`src/rtl/mem_uart_reader.sv`:
```
// Memory-to-UART readback engine: HEADER, each word MSB-byte first, TERMINATOR.
// Define CHECKSUM_EN to insert an XOR-of-payload byte just before TERMINATOR.
module mem_uart_reader #(
    parameter int              WIDTH      = 32,
    parameter int              DEPTH      = 8,
    parameter int              DBITS      = 8,
    parameter logic [DBITS-1:0] HEADER     = 'h0C,
    parameter logic [DBITS-1:0] TERMINATOR = 'h0A
) (
    input  logic             clk,
    input  logic             reset,
    input  logic             start,
    input  logic [DEPTH-1:0] base_addr,
    input  logic [DEPTH:0]   word_count,
    output logic [DEPTH-1:0] mem_address,
    output logic             mem_rd_en,
    input  logic [WIDTH-1:0] mem_q,
    output logic [DBITS-1:0] tx_data,
    output logic             tx_start,
    input  logic             tx_done,
    output logic             busy,
    output logic             done,
    output logic [2:0]       dbg_state
);

    localparam int NBYTES = WIDTH / DBITS;
    localparam int IDXW   = (NBYTES > 1) ? $clog2(NBYTES) : 1;
    localparam logic [IDXW-1:0] LAST_IDX = IDXW'(NBYTES - 1);
    localparam logic [DEPTH:0]  ONE_WORD = (DEPTH+1)'(1);

    typedef enum logic [2:0] {
        IDLE = 3'd0,
        HDR  = 3'd1,
        RD   = 3'd2,
        LOAD = 3'd3,
        BYTE = 3'd4,
        TERM = 3'd5,
        FIN  = 3'd6
`ifdef CHECKSUM_EN
        ,
        CSUM = 3'd7
`endif
    } state_t;

`ifdef CHECKSUM_EN
    localparam state_t AFTER_PAYLOAD = CSUM;
`else
    localparam state_t AFTER_PAYLOAD = TERM;
`endif

    state_t           state;
    logic [DEPTH-1:0] addr_cnt;
    logic [DEPTH:0]   remaining;
    logic [WIDTH-1:0] shift;
    logic [IDXW-1:0]  byte_idx;
`ifdef CHECKSUM_EN
    logic [DBITS-1:0] csum;
`endif

    assign dbg_state = state;

    // Byte handshake: tx_start is the valid, tx_done the one-cycle ack. tx_data is
    // stable while tx_start=1; an ack only counts while tx_start=1; after an ack
    // tx_start drops for at least one cycle before the next byte is presented.
    always_ff @(posedge clk or negedge reset) begin
        if (!reset) begin
            state       <= IDLE;
            addr_cnt    <= '0;
            remaining   <= '0;
            shift       <= '0;
            byte_idx    <= '0;
            mem_address <= '0;
            mem_rd_en   <= 1'b0;
            tx_data     <= '0;
            tx_start    <= 1'b0;
            busy        <= 1'b0;
            done        <= 1'b0;
`ifdef CHECKSUM_EN
            csum        <= '0;
`endif
        end else begin
            done      <= 1'b0;
            mem_rd_en <= 1'b0;
            case (state)
                IDLE: begin
                    if (start) begin
                        addr_cnt  <= base_addr;
                        remaining <= word_count;
                        busy      <= 1'b1;
                        state     <= HDR;
`ifdef CHECKSUM_EN
                        csum      <= '0;
`endif
                    end
                end
                HDR: begin
                    if (!tx_start) begin
                        tx_start <= 1'b1;
                        tx_data  <= HEADER;
                    end else if (tx_done) begin
                        tx_start <= 1'b0;
                        if (remaining != '0) begin
                            mem_rd_en   <= 1'b1;
                            mem_address <= addr_cnt;
                            state       <= RD;
                        end else begin
                            state <= AFTER_PAYLOAD;
                        end
                    end
                end
                // The read strobe was raised on entry; memory data is valid during LOAD.
                RD: state <= LOAD;
                LOAD: begin
                    shift    <= mem_q;
                    byte_idx <= '0;
                    state    <= BYTE;
                end
                BYTE: begin
                    if (!tx_start) begin
                        tx_start <= 1'b1;
                        tx_data  <= shift[WIDTH-1 -: DBITS];
                    end else if (tx_done) begin
                        tx_start <= 1'b0;
                        shift    <= shift << DBITS;
`ifdef CHECKSUM_EN
                        csum     <= csum ^ shift[WIDTH-1 -: DBITS];
`endif
                        if (byte_idx == LAST_IDX) begin
                            byte_idx  <= '0;
                            addr_cnt  <= addr_cnt + 1'b1;
                            remaining <= remaining - 1'b1;
                            if (remaining != ONE_WORD) begin
                                mem_rd_en   <= 1'b1;
                                mem_address <= addr_cnt + 1'b1;
                                state       <= RD;
                            end else begin
                                state <= AFTER_PAYLOAD;
                            end
                        end else begin
                            byte_idx <= byte_idx + 1'b1;
                        end
                    end
                end
`ifdef CHECKSUM_EN
                CSUM: begin
                    if (!tx_start) begin
                        tx_start <= 1'b1;
                        tx_data  <= csum;
                    end else if (tx_done) begin
                        tx_start <= 1'b0;
                        state    <= TERM;
                    end
                end
`endif
                TERM: begin
                    if (!tx_start) begin
                        tx_start <= 1'b1;
                        tx_data  <= TERMINATOR;
                    end else if (tx_done) begin
                        tx_start <= 1'b0;
                        state    <= FIN;
                    end
                end
                FIN: begin
                    done  <= 1'b1;
                    busy  <= 1'b0;
                    state <= IDLE;
                end
                default: state <= IDLE;
            endcase
        end
    end

endmodule

```
`config.mk`:
```
export PLATFORM = sky130hd
export DESIGN_NAME = mem_uart_reader
export DESIGN_NICKNAME = d
export VERILOG_FILES = /design/src/rtl/mem_uart_reader.sv
export SDC_FILE = /design/constraint.sdc
export NUM_CORES = 1
export LEC_CHECK = 0
export BUFFER_PORTS_ARGS = -buffer_cell sky130_fd_sc_hd__buf_2
export CAP_MARGIN = 20
export CORE_MARGIN = 1.5
export CORE_UTILIZATION = 49
export CTS_CLUSTER_DIAMETER = 50
export DETAILED_ROUTE_END_ITERATION = 7
export MAX_ROUTING_LAYER = met4
export PLACE_DENSITY = 0.76
export SLEW_MARGIN = 20
export SYNTH_ARGS = -nofsm -noshare
export SYNTH_HDL_FRONTEND = slang
export SYNTH_SLANG_ARGS = --single-unit
```
`constraint.sdc`:
```
create_clock -name clk -period 1.9 [get_ports clk]
set_input_delay 0.285 -clock clk [delete_from_list [all_inputs] [get_ports clk]]
set_output_delay 0.285 -clock clk [all_outputs]
set_load 0.05 [all_outputs]
```
==> flow_summary.ini <==
[run_status]
status = finished, violations left
failed_checks = negative setup slack

[layout]
area_growth_pct = 25.9
diodes = 0
layout.nets = 529
nFillCells = 614
stdcell_area_sq_um = 4520
regArea_sq_um = 1860
drive_above_1_share = 0.300
multi_input_area_sq_um = 1680

[route]
route.detailed.drc = 0
wirelength_mm = 8.50
ant_nets = 0
avgRoutedWirePerCell_microns = 14.8
firstDrtPassIters = 5
first_iter_violations = 191
num_vias = 3156
viasPerCell = 5.49

[synthesis]
synth_cell_types = 47
synth_ff_type = dfrtp_1
syn_nets = 440
yosysWarnings = 0
synth_area_leaders = dfrtp_1 52%, nand2_1 7.2%, a31oi_1 4.7%
netlist_instances = 382
synth_edf_count = 0
ys_ff_latch = 74
async_reset_ff_frac = 1.00
synth_top_area_share = 0.516
synthTopCellsByCount = 74 x dfrtp_1, 69 x nand2_1, 38 x nor2_1, 27 x a31oi_1, 23 x o21ai_0
yosysMostFrequentCell = dfrtp_1
syn-cell-area_sq_um = 3590
synth_area_leader_cell = dfrtp_1
yosysSeqAreaShare = 0.516
syn-mean-instance-area_sq_um = 9.40

[sta]
tns_ns = -0.845
hold_viol = 0
tightest_slew_ns = 0.635
max_freq_ghz = 0.490
layout_setup_ws_ns = -0.141
setup_violations = 8
rsz0062_at_grt = yes
relSlewSlack = 0.574
clock_skew_ns = 0.00708
period_share = 1.07
fin_crit_ns = 2.04
drv_slew = 0

[power_and_ir_drop]
ir_drop_v = 0.000668
p_per_area_nw_per_um2 = 1730
p_leak_uw = 0.00211

[global_routing]
antenna_found_initial = 0
grt_util_all_layers = 0.227
grt_pass1_wl_mm = 13.3
grt_pass1_vias = 2893
grt_overflow = 0
grt_max_degree = 50

[placement]
io_buffer_count = 75
dpl.hpwl_mm = 5.74
gp_congestion = 0.805
dpl_cell_area_sq_um = 4220

[job]
cap_violations = 0

[floorplan]
coreArea_sq_um = 7180
die_w_microns = 88.6
io_pins = 76
initial_core_util = 0.500
dieArea_sq_um = 7850
rows = 31
fp.dieH_microns = 88.6

[clock_tree]
clock_path_buffers = 2
cts_root_buf = clkbuf_8
cts_tree = built
ctsHtreeMaxLevel = 3
clock_sinks = 74
clkLatencyLatePin_ns = 0.35
cts_buffers = 9
clk_pin_slew_ns = 0.08

[critical_path]
slowest_stage = dfrtp_1
cp.required_ns = 2.14
cp_max_fo = 4
start_kind = flip-flop
end_kind = flip-flop
crit_type = flip-flop to flip-flop
slowest_delay_ns = 0.45
crit_path_cell_trace = ha_4 -> nor2b_1 -> mux2_4 -> a2111oi_4 -> buf_4 -> mux2_2
crit_arrival_ns = 2.28

[worst_hold_path]
hold_path.class = input port to flip-flop
where the power goes:
part	switching [uW]	internal [uW]
clock	626	658
combinational	2230	1430
sequential	581	2310
total	3440	4400
cells in the final DEF (no fill, tap or decap), types with 4 or more instances in the layout:
cell	Yosys	final
buf_2	2	74
dfrtp_1	74	71
nand2_1	69	69
nor2_1	38	36
a31oi_1	27	27
o21ai_0	23	23
buf_4	0	23
a21oi_1	17	17
a22o_1	13	13
clkbuf_8	0	10
nand3_1	9	9
mux2_4	1	6
inv_1	8	6
xnor2_1	5	5
nor3_1	4	4
o22ai_1	4	4
a22oi_1	4	4
path summary, 6_finish.rpt:
path | depth (start not counted) | startpoint | end | slack, ns
worst min register to register | 2 | byte_idx[1] | byte_idx[1] | 0.48
worst min-delay path | 2 | mem_q[6] | shift[6] | 0.16
max in group asynchronous | 3 | reset | tx_data[2] | 0.91
min in group asynchronous | 2 | reset | addr_cnt[5] | 0.41
worst max register to register | 6 | remaining[0] | mem_address[3] | -0.14
worst max-delay path | 6 | remaining[0] | mem_address[3] | -0.14
registers in the layout (all words and copies together) (netlist names):
| signal | flops |
|---|---|
| tx_start | 1 |
| addr_cnt | 8 |
| mem_address | 8 |
| mem_rd_en | 1 |
| dbg_state | 3 |
| shift | 32 |
| remaining | 9 |
| done | 1 |
| tx_data | 8 |
| byte_idx | 2 |
| busy | 1 |
logic make-up (layout without fill, tap and decap cells):
logic type,after synthesis,count (layout),synth area share
and+or+nand+nor,144,144,0.177
AOI/OAI and AO/OA,108,108,0.200
DFF,74,74,0.516
buffers and inverters,32,126,0.0342
muxes,12,12,0.0376
xor gates and xnor gates,7,7,0.0171
adders and majority gates,5,5,0.0174
cell type report:
type	count	share of cell area
Tap cell	99	0.0274
Timing Repair Buffer	102	0.136
Sequential cell	74	0.411
Clock buffer	10	0.0305
Multi-Input combinational cell	276	0.372
Clock inverter	6	0.0166
Inverter	8	0.00664
through the flow:
step | utilization | power (uW) | hold slack (ns) | setup slack, ns | instances
floorplan | - | 5380 | -0.0106 | -0.210 | 382
global route | 0.630 | 8370 | 0.145 | -0.167 | 575
finish | 0.630 | 7840 | 0.155 | -0.141 | 575
detailed placement | 0.588 | 6380 | 0.251 | -0.101 | 554
global placement | 0.588 | 6240 | 0.246 | -0.0351 | 554
CTS | 0.627 | 7800 | 0.140 | -0.0888 | 574
timing repair:
action	CTS	global route
gates resized for setup	12	4
setup endpoints to repair	11	14
hold buffers	1	0
cloned	1	0
buffers inserted	2	1
hold endpoints to repair	29	0
critical path, delay by kind of cell (launching register included):
| kind | cells | cell delay, ns |
|---|---|---|
| adders and majority gates | 1 | 0.19 |
| DFF | 1 | 0.45 |
| buffers and inverters | 1 | 0.21 |
| muxes | 2 | 0.61 |
| and+or+nand+nor | 1 | 0.13 |
| AOI/OAI and AO/OA | 1 | 0.34 |
routing by layer:
metal | part of all wire | track usage | up-vias
li1 | - | - | 1539
met1 | 0.47 | 0.312 | 1510
met2 | 0.47 | 0.344 | 88
met3 | 0.044 | 0.0373 | 19
met4 | 0.016 | 0.0795 | 0
met5 | 0 | - | -
Note: power is estimated with default switching activity, not from simulation.
